### src/rtl/latch_mem_arb_pkg.sv
// Shared encodings and arbiter state type for the latch RAM front end.
// The request code is the 2-bit read_n/write_n field; 11 means no transaction.
package latch_mem_pkg;

    localparam logic [1:0] TXN_NONE = 2'b11;
    localparam logic [1:0] TXN_8    = 2'b00;
    localparam logic [1:0] TXN_16   = 2'b01;
    localparam logic [1:0] TXN_32   = 2'b10;

    typedef enum logic [1:0] {
        IDLE  = 2'd0,
        GNT_A = 2'd1,
        GNT_B = 2'd2
    } arb_state_t;

    // A master requests whenever either control field carries a transaction.
    function automatic logic is_req(input logic [1:0] rd_n, input logic [1:0] wr_n);
        return (rd_n & wr_n) != TXN_NONE;
    endfunction

endpackage

### src/rtl/latch_mem_arb.sv
// Two-master round-robin front end for the latch RAM: registered grant,
// combinational mem path, and a forced IDLE cycle after every transaction.
module latch_mem_arb
    import latch_mem_pkg::*;
#(
    parameter int ADDR_BITS = 5
) (
    input  logic                 clk,
    input  logic                 rst,

    input  logic [ADDR_BITS-1:0] a_addr,
    input  logic [31:0]          a_wdata,
    input  logic [1:0]           a_write_n,
    input  logic [1:0]           a_read_n,
    output logic [31:0]          a_rdata,
    output logic                 a_ready,

    input  logic [ADDR_BITS-1:0] b_addr,
    input  logic [31:0]          b_wdata,
    input  logic [1:0]           b_write_n,
    input  logic [1:0]           b_read_n,
    output logic [31:0]          b_rdata,
    output logic                 b_ready,

    output logic [ADDR_BITS-1:0] mem_addr,
    output logic [31:0]          mem_wdata,
    output logic [1:0]           mem_write_n,
    output logic [1:0]           mem_read_n,
    input  logic [31:0]          mem_rdata,
    input  logic                 mem_ready,

    output logic                 busy,
    output logic [1:0]           dbg_state
);

    // Handshake: a master holds its request (read_n/write_n != 11) until it
    // sees a one-cycle x_ready pulse, then drops it in the following cycle;
    // dropping it earlier aborts the grant without a ready.

    arb_state_t r_state;
    arb_state_t w_next;
    logic       r_last;
    logic       w_last_next;
    logic       w_a_req;
    logic       w_b_req;

    assign w_a_req = is_req(a_read_n, a_write_n);
    assign w_b_req = is_req(b_read_n, b_write_n);

    always_ff @(posedge clk or posedge rst) begin
        if (rst) begin
            r_state <= IDLE;
            r_last  <= 1'b1;
        end else begin
            r_state <= w_next;
            r_last  <= w_last_next;
        end
    end

    always_comb begin
        w_next      = r_state;
        w_last_next = r_last;
        mem_addr    = '0;
        mem_wdata   = '0;
        mem_write_n = TXN_NONE;
        mem_read_n  = TXN_NONE;
        a_ready     = 1'b0;
        b_ready     = 1'b0;

        case (r_state)
            IDLE: begin
                // On a tie the port that was not served last wins.
                if (w_a_req && w_b_req) begin
                    w_next = r_last ? GNT_A : GNT_B;
                end else if (w_a_req) begin
                    w_next = GNT_A;
                end else if (w_b_req) begin
                    w_next = GNT_B;
                end
            end

            GNT_A: begin
                mem_addr    = a_addr;
                mem_wdata   = a_wdata;
                mem_write_n = a_write_n;
                mem_read_n  = a_read_n;
                a_ready     = mem_ready;
                if (!w_a_req) begin
                    w_next = IDLE;
                end else if (mem_ready) begin
                    w_next      = IDLE;
                    w_last_next = 1'b0;
                end
            end

            GNT_B: begin
                mem_addr    = b_addr;
                mem_wdata   = b_wdata;
                mem_write_n = b_write_n;
                mem_read_n  = b_read_n;
                b_ready     = mem_ready;
                if (!w_b_req) begin
                    w_next = IDLE;
                end else if (mem_ready) begin
                    w_next      = IDLE;
                    w_last_next = 1'b1;
                end
            end

            default: begin
                w_next = IDLE;
            end
        endcase
    end

    assign a_rdata   = mem_rdata;
    assign b_rdata   = mem_rdata;
    assign busy      = (r_state != IDLE);
    assign dbg_state = r_state;

endmodule

### config.mk
export PLATFORM = sky130hd
export DESIGN_NAME = latch_mem_arb
export DESIGN_NICKNAME = d
export VERILOG_FILES = /design/src/rtl/latch_mem_arb_pkg.sv /design/src/rtl/latch_mem_arb.sv
export SDC_FILE = /design/constraint.sdc
export NUM_CORES = 1
export LEC_CHECK = 0
export ABC_AREA = 1
export CORE_AREA = 2 2 87 89
export DETAILED_ROUTE_END_ITERATION = 7
export DIE_AREA = 0 0 89 91
export PLACE_DENSITY_LB_ADDON = 0.25
export SYNTH_ARGS = -nofsm -noshare
export SYNTH_HDL_FRONTEND = slang
export SYNTH_SLANG_ARGS = --single-unit
### constraint.sdc
create_clock -name clk -period 3.6 [get_ports clk]
set_input_delay 0.72 -clock clk [delete_from_list [all_inputs] [get_ports clk]]
set_output_delay 0.72 -clock clk [all_outputs]
set_load 0.05 [all_outputs]
==> results.json, run 1 <==
{
  "status": "finished clean",
  "synth_compound_area_frac": 0.179,
  "synth-async-reset-ratio": 1.00,
  "start_util": 0.196,
  "seq_power_share": 0.029,
  "antenna_found_initial": 0,
  "vias_per_cell": 4.02,
  "tns_ps": 0,
  "drtAntennaViolNets": 0,
  "fin_nets": 427,
  "cts_hold_buf": 0,
  "crit_fanout": 21,
  "cellLeakagePower_nw": 1.06,
  "fmax_mhz": 335,
  "cts_buffers": 3,
  "p_int_w": 0.00102,
  "h-tree-depth": 1,
  "syn_to_final_growth_pct": 96.7,
  "die_area_um2": 8100,
  "io_pins": 227,
  "routabilityCongestion": 0.782,
  "p_clk_frac": 0.042,
  "final_max_slew_viol_count": 0,
  "power_density_nw_per_um2": 845,
  "syn_inst": 245,
  "avgSynthCellArea_um2": 5.70,
  "finalHoldViolations": 0,
  "netlist_area_um2": 1400,
  "pwr-share-comb": 0.929,
  "synth_top_area_share": 0.360,
  "io_buffers": 130,
  "cts_setup_buffers": 0,
  "clock-sinks": 3,
  "diodes": 0,
  "fin_crit_sh": 0.830,
  "synth_area_leader_cell": "buf_4",
  "synthTopCellsByCount": "93 x nand2_1, 67 x buf_4, 37 x a21oi_1, 11 x inv_1, 5 x buf_2",
  "dieHeight_um": 91,
  "drtIter0Drc": 20,
  "synth_seq_cells": 3,
  "drv_cap": 0,
  "core_um2": 7140,
  "clkTransAtPathRegs_ps": 30,
  "fin_crit_ps": 2990,
  "placementRows": 31,
  "clock_path_buffers": 2,
  "setup_ws_ps": 611,
  "synth-edff-count": 0,
  "grt_pass1_wl_um": 8070,
  "slew_headroom": 0.535,
  "cp.arrival_ps": 2270,
  "yosysWarnings": 0,
  "fin_worst_skew_ps": 0.815,
  "seqCellArea_um2": 76.3,
  "synth_area_leaders": "buf_4 36%, nand2_1 25%, a21oi_1 13%, dfrtp_1 3.6%, ha_1 3.6%",
  "path_class": "reg -> out",
  "multi_input_area_um2": 708,
  "synth-main-ff-cell": "dfrtp_1",
  "wirelength_um": 5660,
  "cp-start-kind": "flop",
  "worstSetupEndpointType": "output pin",
  "ir_worst_vdd_uv": 658,
  "grt_remaining_overflow": 0,
  "synth_fa_ha_area_frac": 0.0358,
  "yosys.cell_types.count": 19,
  "synthSimpleGateAreaFrac": 0.290,
  "post_cts_resized": 0,
  "drive_gt1_frac": 0.177,
  "grt_pass1_vias": 1542,
  "rsz0062_at_grt": "no",
  "dp_hpwl_um": 4440,
  "grt_use_total": 0.126,
  "synth_nets": 366,
  "min_path_type": "reg -> reg",
  "root_buffer": "clkbuf_8",
  "required_ps": 2880,
  "worstMarginPinSlew_ps": 696,
  "synth_top_family_by_area": "buffers and inverters",
  "nFillCells": 764,
  "p_switching_w": 0.00130,
  "wl_per_cell_um": 14.0,
  "setup_viol": 0,
  "muxShareOfSynthArea": 0,
  "die_x_um": 89,
  "synth_xor_area_frac": 0,
  "cts_tree": "yes",
  "switching_share": 0.559,
  "insertion_delay_ps": 210,
  "ys_seq_area_frac": 0.0547,
  "grt_max_degree": 44,
  "pre_cts_slack_ps": 706,
  "drc": 0,
  "num_vias": 1625,
  "synth.most_common_cell": "nand2_1",
  "drt_pass1_iterations": 4
}
## kinds of logic after synthesis
kind of cell | count (synthesis)
flip-flops | 3
AO/OA/AOI/OAI | 46
AND/OR/NAND/NOR | 103
buffers and inverters | 89
adder cells (fa/ha/maj) | 4
## flip-flops by register name, summed over array words and instances, names as in the netlist
| register | cells |
|---|---|
| dbg_state | 2 |
| r_last | 1 |
## cells in the final DEF (no fill, tap or decap), types with 3 or more instances in the layout
cell type and count:
clkbuf_8 3, inv_1 11, a221o_1 4, buf_4 4, ha_1 3, o21ai_0 3
nand2_1 93, nor2_1 3, buf_12 42, clkdlybuf4s50_1 88, a21oi_1 37
## metrics by stage
stage	instance area (um2)	utilization	hold slack, ps	total power, W	cells
6_report	2750	0.385	512	0.00232	404
5_1_grt	2750	0.385	543	0.00245	404
4_1_cts	2750	0.385	518	0.00236	404
3_5_place_dp	2700	0.379	508	0.00225	400
3_3_place_gp	2700	0.379	499	0.00225	400
2_1_floorplan	1400	-	469	0.00143	245
## worst max-delay path, stage by stage (launching register included)
cell	delay, ps
dfrtp_1	410
inv_1	100
ha_1	290
inv_1	510
buf_4	380
a221o_1	200
buf_12	150
## path summary, 6_finish.rpt
check                                           endpoint  cells past startpoint  slack, ps                startpoint
worst max-delay path                       mem_read_n[0]                      6        610  dbg_state[0]$_DFFE_PP0P_
min in group asynchronous       dbg_state[0]$_DFFE_PP0P_                      2        670                       rst
worst min register to register        r_last$_DFFE_PP1P_                      2        510        r_last$_DFFE_PP1P_
worst min-delay path                  r_last$_DFFE_PP1P_                      2        510        r_last$_DFFE_PP1P_
max in group asynchronous             r_last$_DFFE_PP1P_                      2       2720                       rst
worst max register to register  dbg_state[1]$_DFFE_PP0P_                      9       1930  dbg_state[0]$_DFFE_PP0P_
## layer usage
metal / wire, um / GRT usage / share of wire / up-vias
li1: - / - / - / 827
met1: 2000 / 0.137 / 0.35 / 690
met3: 593 / 0.0264 / 0.10 / 4
met5: 0 / 0 / 0 / -
met4: 34 / 0.0211 / 0.0060 / 0
met2: 3030 / 0.246 / 0.54 / 104
## layout make-up
class                   instances  area share
well taps                      99      0.0451
inverters                      11      0.0150
flip-flops and latches          3      0.0278
repair buffers                134       0.638
multi-input cells             153       0.258
clock buffers                   4      0.0164
## power groups by stage
| stage | clock [W] | sequential, W | combinational [W] |
|---|---|---|---|
| global route | 0.000106 | 0.0000697 | 0.00228 |
| global placement | 0 | 0.0000670 | 0.00218 |
| finish | 0.0000968 | 0.0000679 | 0.00216 |
| detailed placement | 0 | 0.0000679 | 0.00218 |
| CTS | 0.000100 | 0.0000679 | 0.00219 |
| floorplan | 0 | 0.0000981 | 0.00133 |
Note: power is estimated with default switching activity, not from simulation.
==> run 2: changes to the inputs <==
- CORE_AREA: 2 2 87 89 -> 2 2 89 91
- DIE_AREA: 0 0 89 91 -> 0 0 91 93
- clock period: 3.6 -> 2.9 ns (I/O delays scaled with it)
==> results.json, run 2 (synthesized netlist as in run 1, its figures left out) <==
{
  "slew_headroom": 0.667,
  "io_pins": 227,
  "drtAntennaViolNets": 0,
  "diodes": 0,
  "nFillCells": 807,
  "fin_worst_skew_ps": 3.37,
  "cp.arrival_ps": 1830,
  "worstMarginPinSlew_ps": 497,
  "ir_worst_vdd_uv": 777,
  "io_buffers": 130,
  "wl_per_cell_um": 13.1,
  "vias_per_cell": 4.15,
  "finalHoldViolations": 0,
  "clock-sinks": 3,
  "cts_hold_buf": 0,
  "grt_pass1_vias": 1678,
  "drive_gt1_frac": 0.182,
  "core_um2": 7530,
  "grt_max_degree": 27,
  "clock_path_buffers": 2,
  "die_area_um2": 8460,
  "path_class": "reg -> out",
  "syn_to_final_growth_pct": 98.6,
  "dp_hpwl_um": 4370,
  "placementRows": 32,
  "h-tree-depth": 1,
  "holdWs_ps": 507,
  "cts_buffers": 3,
  "status": "finished clean",
  "drc": 0,
  "clkTransAtPathRegs_ps": 30,
  "required_ps": 2320,
  "worstSetupEndpointType": "output pin",
  "dieHeight_um": 93,
  "grt_pass1_wl_um": 8200,
  "place_area_um2": 2730,
  "cellLeakagePower_nw": 1.07,
  "rsz0062_at_grt": "no",
  "wirelength_um": 5350,
  "root_buffer": "clkbuf_8",
  "min_path_type": "reg -> reg",
  "cts_tree": "yes",
  "fin_area_um2": 2770,
  "cp-start-kind": "flop",
  "final_max_slew_viol_count": 0,
  "setup_viol": 0,
  "antenna_found_initial": 0,
  "start_util": 0.186,
  "fmax_mhz": 415,
  "tns_ps": 0,
  "final_common_cell": "nand2_1",
  "num_vias": 1696,
  "fin_crit_sh": 0.831,
  "insertion_delay_ps": 220,
  "fin_nets": 429,
  "power_density_nw_per_um2": 1050,
  "drtIter0Drc": 31,
  "cts_setup_buffers": 0,
  "drv_cap": 0,
  "mostFrequentLayoutCells": "93 x nand2_1, 87 x clkdlybuf4s50_1, 43 x buf_12, 37 x a21oi_1, 11 x inv_1",
  "routabilityCongestion": 0.792,
  "post_cts_resized": 0,
  "largest_register_ff_count": 2,
  "grt_remaining_overflow": 0,
  "drt_pass1_iterations": 4,
  "fin_crit_ps": 2410,
  "crit_fanout": 26,
  "grt_use_total": 0.117,
  "die_x_um": 91
}
## run 2: report_power, final
part           internal [W]   total, W  switching, W
registers         0.0000667  0.0000844     0.0000178
clock network     0.0000938   0.000122     0.0000287
logic               0.00114    0.00271       0.00157
## run 2: metrics by stage
| step | power, W | cells | setup WS (ps) | util |
|---|---|---|---|---|
| after CTS | 0.00295 | 409 | 444 | 0.368 |
| after detailed placement | 0.00282 | 405 | 686 | 0.362 |
| after global placement | 0.00281 | 405 | 727 | 0.362 |
| final | 0.00292 | 409 | 491 | 0.368 |
| after global routing | 0.00308 | 409 | 317 | 0.368 |
| after floorplan | 0.00177 | 245 | 186 | - |
## run 2: metal layers
| layer | routed length (um) | track usage |
|---|---|---|
| met1 | 1940 | 0.123 |
| met2 | 2650 | 0.207 |
| met3 | 543 | 0.0403 |
| met4 | 221 | 0.0631 |
| met5 | 0 | 0 |
## run 2: worst paths after layout
| check | from | to | slack [ps] | cells after the start |
|---|---|---|---|---|
| worst max-delay path | dbg_state[1]$_DFFE_PP0P_ | mem_wdata[0] | 490 | 6 |
| max in group asynchronous | rst | r_last$_DFFE_PP1P_ | 2140 | 2 |
| worst min-delay path | r_last$_DFFE_PP1P_ | r_last$_DFFE_PP1P_ | 510 | 2 |
| worst max register to register | dbg_state[1]$_DFFE_PP0P_ | dbg_state[1]$_DFFE_PP0P_ | 1320 | 9 |
| worst min register to register | r_last$_DFFE_PP1P_ | r_last$_DFFE_PP1P_ | 510 | 2 |
| min in group asynchronous | rst | dbg_state[1]$_DFFE_PP0P_ | 540 | 2 |
## run 2: cell type report
| type | instances | area (um2) | area share |
|---|---|---|---|
| clock buffers | 4 | 45.0 | 0.0162 |
| inverters | 11 | 41.3 | 0.0149 |
| multi-input cells | 153 | 706 | 0.255 |
| flip-flops and latches | 3 | 76.3 | 0.0275 |
| well taps | 102 | 128 | 0.0460 |
| repair buffers | 136 | 1780 | 0.641 |
## run 2: critical path, stage by stage, from the launching register on
cell	delay, ps
dfrtp_1	410
inv_1	120
ha_1	200
buf_4	290
nand2_1	90
a21oi_1	300
buf_12	180
